<file path="config.mk">
export PLATFORM = sky130hd
export DESIGN_NAME = font_rom_scheduler_flat
export DESIGN_NICKNAME = d
export VERILOG_FILES = /design/src/rtl/font_rom_scheduler_if.sv /design/src/rtl/font_rom_scheduler.sv /design/src/flat_wrapper.sv
export SDC_FILE = /design/constraint.sdc
export NUM_CORES = 1
export LEC_CHECK = 0
export ABC_AREA = 1
export BUFFER_PORTS_ARGS = -buffer_cell sky130_fd_sc_hd__buf_2
export CAP_MARGIN = 20
export CORE_MARGIN = 4
export CORE_UTILIZATION = 30
export DETAILED_ROUTE_END_ITERATION = 10
export PLACE_DENSITY = 0.67
export REMOVE_ABC_BUFFERS = 1
export SYNTH_ARGS = -nofsm -noshare
export SYNTH_HDL_FRONTEND = slang
export SYNTH_SLANG_ARGS = --single-unit
</file>
<file path="constraint.sdc">
create_clock -name clk -period 1.4 [get_ports clk]
set_clock_uncertainty 0.05 [all_clocks]
set_input_delay 0.07 -clock clk [delete_from_list [all_inputs] [get_ports clk]]
set_output_delay 0.07 -clock clk [all_outputs]
set_load 0.05 [all_outputs]
</file>
<file path="src/rtl/font_rom_scheduler_if.sv">
// Bus bundle between the font ROM scheduler, its two requesters and the font ROM.
// The scheduler takes the slave view; the requesters and ROM take the master view.
interface font_rom_scheduler_if #(
  parameter int unsigned CHAR_W = 7,
  parameter int unsigned ROW_W  = 4,
  parameter int unsigned DATA_W = 8,
  parameter int unsigned ADDR_W = 10
);
  logic              rt_req;
  logic [ADDR_W-1:0] rt_addr;
  logic              rt_valid;
  logic [DATA_W-1:0] rt_data;
  logic              bk_start;
  logic [CHAR_W-1:0] bk_char;
  logic              bk_busy;
  logic              bk_row_valid;
  logic [ROW_W-1:0]  bk_row_idx;
  logic [DATA_W-1:0] bk_row_data;
  logic              bk_done;
  logic [ADDR_W-1:0] rom_addr;
  logic [DATA_W-1:0] rom_data;

  modport slave (
    input  rt_req, rt_addr, bk_start, bk_char, rom_data,
    output rt_valid, rt_data, bk_busy, bk_row_valid, bk_row_idx, bk_row_data, bk_done, rom_addr
  );

  modport master (
    output rt_req, rt_addr, bk_start, bk_char, rom_data,
    input  rt_valid, rt_data, bk_busy, bk_row_valid, bk_row_idx, bk_row_data, bk_done, rom_addr
  );
endinterface

</file>
<file path="src/rtl/font_rom_scheduler.sv">
// Shares one synchronous font ROM between the real-time renderer (absolute priority,
// zero added latency) and a background engine that fetches all 16 rows of a glyph.
module font_rom_scheduler #(
  parameter int unsigned CHAR_W = 7,
  parameter int unsigned ROW_W  = 4,
  parameter int unsigned DATA_W = 8
) (
  input logic                  clk,
  input logic                  reset_n,
  font_rom_scheduler_if.slave  bus
);
  localparam int unsigned AddrW = 10;
  localparam int unsigned CharAddrW = AddrW - ROW_W;

  localparam logic [1:0] StIdle  = 2'd0;
  localparam logic [1:0] StFetch = 2'd1;
  localparam logic [1:0] StDrain = 2'd2;

  localparam logic [1:0] OwnNone = 2'd0;
  localparam logic [1:0] OwnRt   = 2'd1;
  localparam logic [1:0] OwnBk   = 2'd2;

  localparam logic [ROW_W-1:0] LastRow = '1;

  logic [1:0]        r_state, w_state_d;
  logic [CHAR_W-1:0] r_char, w_char_d;
  logic [ROW_W-1:0]  r_row_cnt, w_row_cnt_d;
  logic [1:0]        r_owner, w_owner_d;
  logic [ROW_W-1:0]  r_tag_row, w_tag_row_d;
  logic              w_bk_issue;
  logic              w_unused_char;

  // The default ROM is 10 bits deep, so only the low char bits reach the address.
  assign w_unused_char = ^r_char;

  assign w_bk_issue = (r_state == StFetch) && !bus.rt_req;

  always_comb begin
    bus.rom_addr = '0;
    if (bus.rt_req) begin
      bus.rom_addr = bus.rt_addr;
    end else if (r_state == StFetch) begin
      bus.rom_addr = {r_char[CharAddrW-1:0], r_row_cnt};
    end
  end

  always_comb begin
    w_state_d   = r_state;
    w_char_d    = r_char;
    w_row_cnt_d = r_row_cnt;
    case (r_state)
      StIdle: begin
        if (bus.bk_start) begin
          w_state_d   = StFetch;
          w_char_d    = bus.bk_char;
          w_row_cnt_d = '0;
        end
      end
      StFetch: begin
        // Renderer owns the slot while rt_req is high; the row counter simply waits.
        if (!bus.rt_req) begin
          w_row_cnt_d = r_row_cnt + 1'b1;
          if (r_row_cnt == LastRow) begin
            w_state_d = StDrain;
          end
        end
      end
      StDrain: w_state_d = StIdle;
      default: w_state_d = StIdle;
    endcase
  end

  always_comb begin
    w_owner_d   = OwnNone;
    w_tag_row_d = '0;
    if (bus.rt_req) begin
      w_owner_d = OwnRt;
    end else if (w_bk_issue) begin
      w_owner_d   = OwnBk;
      w_tag_row_d = r_row_cnt;
    end
  end

  always_ff @(posedge clk or negedge reset_n) begin
    if (!reset_n) begin
      r_state   <= StIdle;
      r_char    <= '0;
      r_row_cnt <= '0;
      r_owner   <= OwnNone;
      r_tag_row <= '0;
    end else begin
      r_state   <= w_state_d;
      r_char    <= w_char_d;
      r_row_cnt <= w_row_cnt_d;
      r_owner   <= w_owner_d;
      r_tag_row <= w_tag_row_d;
    end
  end

  assign bus.rt_valid     = (r_owner == OwnRt);
  assign bus.rt_data      = bus.rom_data;
  assign bus.bk_busy      = (r_state != StIdle);
  assign bus.bk_row_valid = (r_owner == OwnBk);
  assign bus.bk_row_idx   = r_tag_row;
  assign bus.bk_row_data  = bus.rom_data;
  assign bus.bk_done      = (r_state == StDrain);
endmodule

</file>
<file path="src/flat_wrapper.sv">
// flat-port wrapper written by rule: the top's interface ports become plain ports
module font_rom_scheduler_flat 
#(
  parameter int unsigned CHAR_W = 7,
  parameter int unsigned ROW_W  = 4,
  parameter int unsigned DATA_W = 8
)
  (clk, reset_n, bus_rt_req, bus_rt_addr, bus_bk_start, bus_bk_char, bus_rom_data, bus_rt_valid, bus_rt_data, bus_bk_busy, bus_bk_row_valid, bus_bk_row_idx, bus_bk_row_data, bus_bk_done, bus_rom_addr);
  font_rom_scheduler_if #(.CHAR_W(CHAR_W), .ROW_W(ROW_W), .DATA_W(DATA_W)) bus_i ();
  input logic clk;
  input logic reset_n;
  input wire logic [$bits(bus_i.rt_req)-1:0] bus_rt_req;
  input wire logic [$bits(bus_i.rt_addr)-1:0] bus_rt_addr;
  input wire logic [$bits(bus_i.bk_start)-1:0] bus_bk_start;
  input wire logic [$bits(bus_i.bk_char)-1:0] bus_bk_char;
  input wire logic [$bits(bus_i.rom_data)-1:0] bus_rom_data;
  output wire logic [$bits(bus_i.rt_valid)-1:0] bus_rt_valid;
  output wire logic [$bits(bus_i.rt_data)-1:0] bus_rt_data;
  output wire logic [$bits(bus_i.bk_busy)-1:0] bus_bk_busy;
  output wire logic [$bits(bus_i.bk_row_valid)-1:0] bus_bk_row_valid;
  output wire logic [$bits(bus_i.bk_row_idx)-1:0] bus_bk_row_idx;
  output wire logic [$bits(bus_i.bk_row_data)-1:0] bus_bk_row_data;
  output wire logic [$bits(bus_i.bk_done)-1:0] bus_bk_done;
  output wire logic [$bits(bus_i.rom_addr)-1:0] bus_rom_addr;
  assign bus_i.rt_req = bus_rt_req;
  assign bus_i.rt_addr = bus_rt_addr;
  assign bus_i.bk_start = bus_bk_start;
  assign bus_i.bk_char = bus_bk_char;
  assign bus_i.rom_data = bus_rom_data;
  assign bus_rt_valid = bus_i.rt_valid;
  assign bus_rt_data = bus_i.rt_data;
  assign bus_bk_busy = bus_i.bk_busy;
  assign bus_bk_row_valid = bus_i.bk_row_valid;
  assign bus_bk_row_idx = bus_i.bk_row_idx;
  assign bus_bk_row_data = bus_i.bk_row_data;
  assign bus_bk_done = bus_i.bk_done;
  assign bus_rom_addr = bus_i.rom_addr;
  font_rom_scheduler #(.CHAR_W(CHAR_W), .ROW_W(ROW_W), .DATA_W(DATA_W)) u_core (.clk(clk), .reset_n(reset_n), .bus(bus_i));
endmodule
</file>
Word-level counts from Yosys, hierarchy flattened:

Cells that the tools add are included.
W data, S select, Z words.

* register bits after elaboration: 18
* input bits: 29
* output and inout port bits: 34
* word-level logic and storage cells: 35

* $add $sub $neg: 1
* eq/ne operators: 8
* multiplexer cells: 13
* reductions and logical operators: 8

Operator list (count)
* $mux W10: 2
* $mux W4: 4
* $mux W2: 5
* $pmux W4 S2: 1
* $ne A2 B2 Y1 const B: 3
* $reduce_and A3 Y1: 2
* $add A4 B1 Y4 const B: 1
* $eq A2 B1 Y1 const B: 2
* $eq A2 B2 Y1 const B: 2
* $eq A4 B4 Y1 const B: 1
* $pmux W2 S2: 1
* $reduce_bool A2 Y1: 2
* $logic_not A2 Y1: 1
* $reduce_and A2 Y1: 1
* $logic_and A1 B1 Y1: 1
* $logic_not A1 Y1: 1

Depth between registers and ports, before layout:

* depth after elaboration: 4
* gate-level depth with buffers: 6
* depth with buffers taken out: 6

Least setup slack after synthesis:

No wires, ideal clock.

* path type: reg-to-output
* start point: register u_core.r_state[1]
* end point: output port bus_rom_addr[0]
* data arrival time: 1.743 ns
* data required time: 1.280 ns
* setup slack: -0.463 ns
* stages on the path, launching flop included: 4
* buffers on the path: 0
* path through: dfrtp_1 -> inv_1 -> nand3b_2 -> o21ai_0

* longest elaborated chain between the ends: 3

Ends and longest elaborated chain
* start, declared: RTL line font_rom_scheduler.sv:25 `logic [1:0] r_state, w_state_d;`
* start signal, assigned: RTL line font_rom_scheduler.sv:86 `r_state <= StIdle;`
* start signal, assigned: RTL line font_rom_scheduler.sv:92 `r_state <= w_state_d;`
* $eq A2 B1 Y1: RTL line font_rom_scheduler.sv:42 `end else if (r_state == StFetch) begin`
* $mux W10: RTL line font_rom_scheduler.sv:42
* $mux W10: RTL line font_rom_scheduler.sv:40 `if (bus.rt_req) begin`
* end, declared: RTL line flat_wrapper.sv:24 `output wire logic [$bits(bus_i.rom_addr)-1:0] bus_rom_addr;`

No other way between the ends.

Worst setup path after layout:

* start point: register u_core.r_state[1]
* end point: output port bus_rom_addr[3]

Same word-level chain as after synthesis.

==> flow_summary_export.csv <==
group,metric,value,unit
run_status,status,"finished, violations left",
run_status,violations,"setup timing",
worst_setup_path,cp-start-kind,"flip-flop",
timing,period_share,104,%
grt,antenna_found_initial,0,
timing,post-route-min-period,1.45,ns
cells_and_area,antenna_cells,0,
synthesis,synth_top_cell_by_area,"dfrtp_1",
timing,finalMaxSlewViolations,0,
routing,vias,856,
routing,wirelength,2100,microns
grt,grt_pass1_wl,3740,microns
routing,drt-wirelength-per-cell,10.3,microns
timing,finalHoldViolCount,0,
routing,detail_route.iter0.violations,21,
synthesis,synthTopCellsByArea,"dfrtp_1 47%, nand2_1 16%, buf_4 12%",
cts,cts-buffers-inserted,3,
synthesis,ys_types,16,
routing,ant_nets,0,
cts,clkTransAtPathRegs,0.09,ns
run,max_cap_violations,0,
power,vdd.ir_drop.worst,0.611,mV
timing,holdWs,0.0603,ns
synthesis,ys_ff_latch,18,
min_path,hold_class,"primary input to flip-flop",
synthesis,synth_top_area_share,46.7,%
power,p_leak,0.743,nW
placement,place_congestion,0.709,
die,core,3050,sq um
synthesis,syn_area,965,sq um
cts,tritoncts,"built",
die,num_rows,20,
cts,cts_root_buffer,"clkbuf_4",
worst_setup_path,crit_buf_inv,3,
timing,relSlewSlack,73.6,%
die,io_pins,63,
worst_setup_path,critPathSlowestCell,"dfrtp_1",
routing,vias_per_cell,4.18,
routing,drcViolationCount,0,
worst_setup_path,path_delay_family,"buffers and inverters",
cells_and_area,layout-drive-gt1-share,37.3,%
synthesis,netlist_instances,123,
power,report.power.total,2.51,mW
cells_and_area,fillers,335,
cts,clock_latency,0.29,ns
worst_setup_path,end_kind,"output port",
die,die_width,64.7,microns
placement,portBuffers,37,
cells_and_area,fin_nets,192,
cells_and_area,synthToLayoutAreaGrowth,38.5,%
cells_and_area,multi_input_area,359,sq um
timing,worst_slack,-0.0533,ns
grt,grt_max_degree,19,
power,power_density,1870,nW/um^2
worst_setup_path,critical_path_class,"flip-flop to output port",
grt,first_global_vias,823,
timing,worstMarginPinSlew,0.396,ns
worst_setup_path,cp.required,1.28,ns
grt,grt-ovfl-total,0,
worst_setup_path,path_cells,"inv_2, buf_4, nand3b_4, o21ai_2, buf_6",
grt,grtUsageTotal,11.1,%
cts,htree_levels,1,
die,fp.dieArea,4190,sq um
cts,cts.sinks,18,
synthesis,yosysSeqAreaShare,46.7,%
timing,setup_viol,10,
placement,hpwl,1470,microns
synthesis,syn_area_per_cell,7.84,sq um
worst_setup_path,worstPathArrival,1.33,ns
worst_setup_path,cp_max_fo,6,
worst_setup_path,slowest_delay,0.38,ns
timing,clock.fmax,0.688,GHz
synthesis,ys_warn_count,0,
cts,clockBufferDepth,2,
timing,rsz0062_at_grt,"yes",
die,die_y,64.7,microns
cells_and_area,regArea,452,sq um
routing,first_pass_iters,4,
die,start_util,31.6,%
==> final cells by class <==
type                    count  share of cell area (%)
flip-flops and latches     18                    33.8
clock buffers               4                    2.72
inverters                  15                    4.21
repair buffers             52                    28.3
multi-input cells          72                    26.9
well taps                  44                    4.12
==> routing by layer <==
metal / global-route usage (%) / wire (microns) / vias up
li1: - / - / 433
met1: 12.5 / 771 / 374
met2: 17.6 / 1070 / 47
met3: 7.11 / 249 / 2
met4: 2.37 / 9 / 0
met5: 0 / 0 / -
==> power by group <==
part / switching, mW / total (mW) / internal [mW]
combinational: 0.890 / 1.36 / 0.471
sequential: 0.123 / 0.834 / 0.711
clock: 0.152 / 0.310 / 0.158
total: 1.17 / 2.51 / 1.34
==> state kept, by name, indices dropped and copies added, names as in the netlist <==
name / cells
u_core.bus.bk_row_idx: 4
u_core.r_char: 6
u_core.r_owner: 2
u_core.r_row_cnt: 4
u_core.r_state: 2
==> timing repair <==
item	CTS	global route
hold endpoints to repair	24	0
setup buffers	3	2
pin swaps	3	2
hold buffers	7	0
setup endpoints to repair	10	10
gates resized for setup	31	4
cloned	0	0
==> layout by cell type, fill, tap and decap left out, drive strengths merged <==
cell type    count
buf             45
nand2           40
dfrtp           18
inv             15
o21ai           12
nor2            11
dlygate4sd3      7
clkbuf           4
nand3            2
nor3             2
nand3b           2
nor3b            1
a21oi            1
ha               1
==> worst reg2reg max path: cells and delay by family (launching register included) <==
kind | cells | cell delay, ns
buf+inv | 4 | 0.46
simple gates | 4 | 0.30
flops | 1 | 0.38
==> Yosys cell counts <==
library cell  instances
ha_1                  1
nand3b_1              1
nor3_1                2
nand3_1               2
o21ai_0              12
nor2_4                1
clkbuf_1              1
inv_1                15
buf_4                16
a21oi_1               1
dfrtp_1              18
buf_6                 1
nand2_1              40
nor3b_1               1
nand3b_2              1
nor2_1               10
==> final timing paths <==
check / slack, ns / cells after the start / endpoint / from
worst max-delay path: -0.05 / 5 / bus_rom_addr[3] / u_core.r_state[1]$_DFFE_PN0P_
worst min-delay path: 0.06 / 2 / u_core.r_owner[1]$_DFF_PN0_ / bus_rt_req
worst max register to register: 0.11 / 8 / u_core.r_row_cnt[2]$_DFFE_PN0P_ / u_core.r_state[1]$_DFFE_PN0P_
max in group asynchronous: 0.81 / 2 / u_core.r_state[0]$_DFFE_PN0P_ / reset_n
min in group asynchronous: 0.18 / 2 / u_core.r_row_cnt[1]$_DFFE_PN0P_ / reset_n
worst min register to register: 0.44 / 2 / u_core.r_char[1]$_DFFE_PN0P_ / u_core.r_char[1]$_DFFE_PN0P_
==> per-stage QoR <==
step	area [sq um]	utilization [%]	cells	TNS (ns)	worst slack, ns
after floorplan	830	-	105	-1.85	-0.463
after global placement	1090	35.8	189	0	0.0728
after detailed placement	1090	35.8	189	0	0.0548
after CTS	1310	42.9	203	-0.571	-0.101
after global routing	1340	43.8	205	-1.35	-0.151
final	1340	43.8	205	-0.304	-0.0533
==> cell families (layout without fill, tap and decap cells) <==
kind of cell             count (synthesis)  count (layout)  share of synthesized area, %
adder cells (fa/ha/maj)                  1               1                          1.30
flip-flops                              18              18                          46.7
AND/OR/NAND/NOR                         58              58                          25.4
buffers and inverters                   33              71                          19.8
AO/OA/AOI/OAI                           13              13                          6.74
No activity file was read; power rests on OpenSTA's default activity.
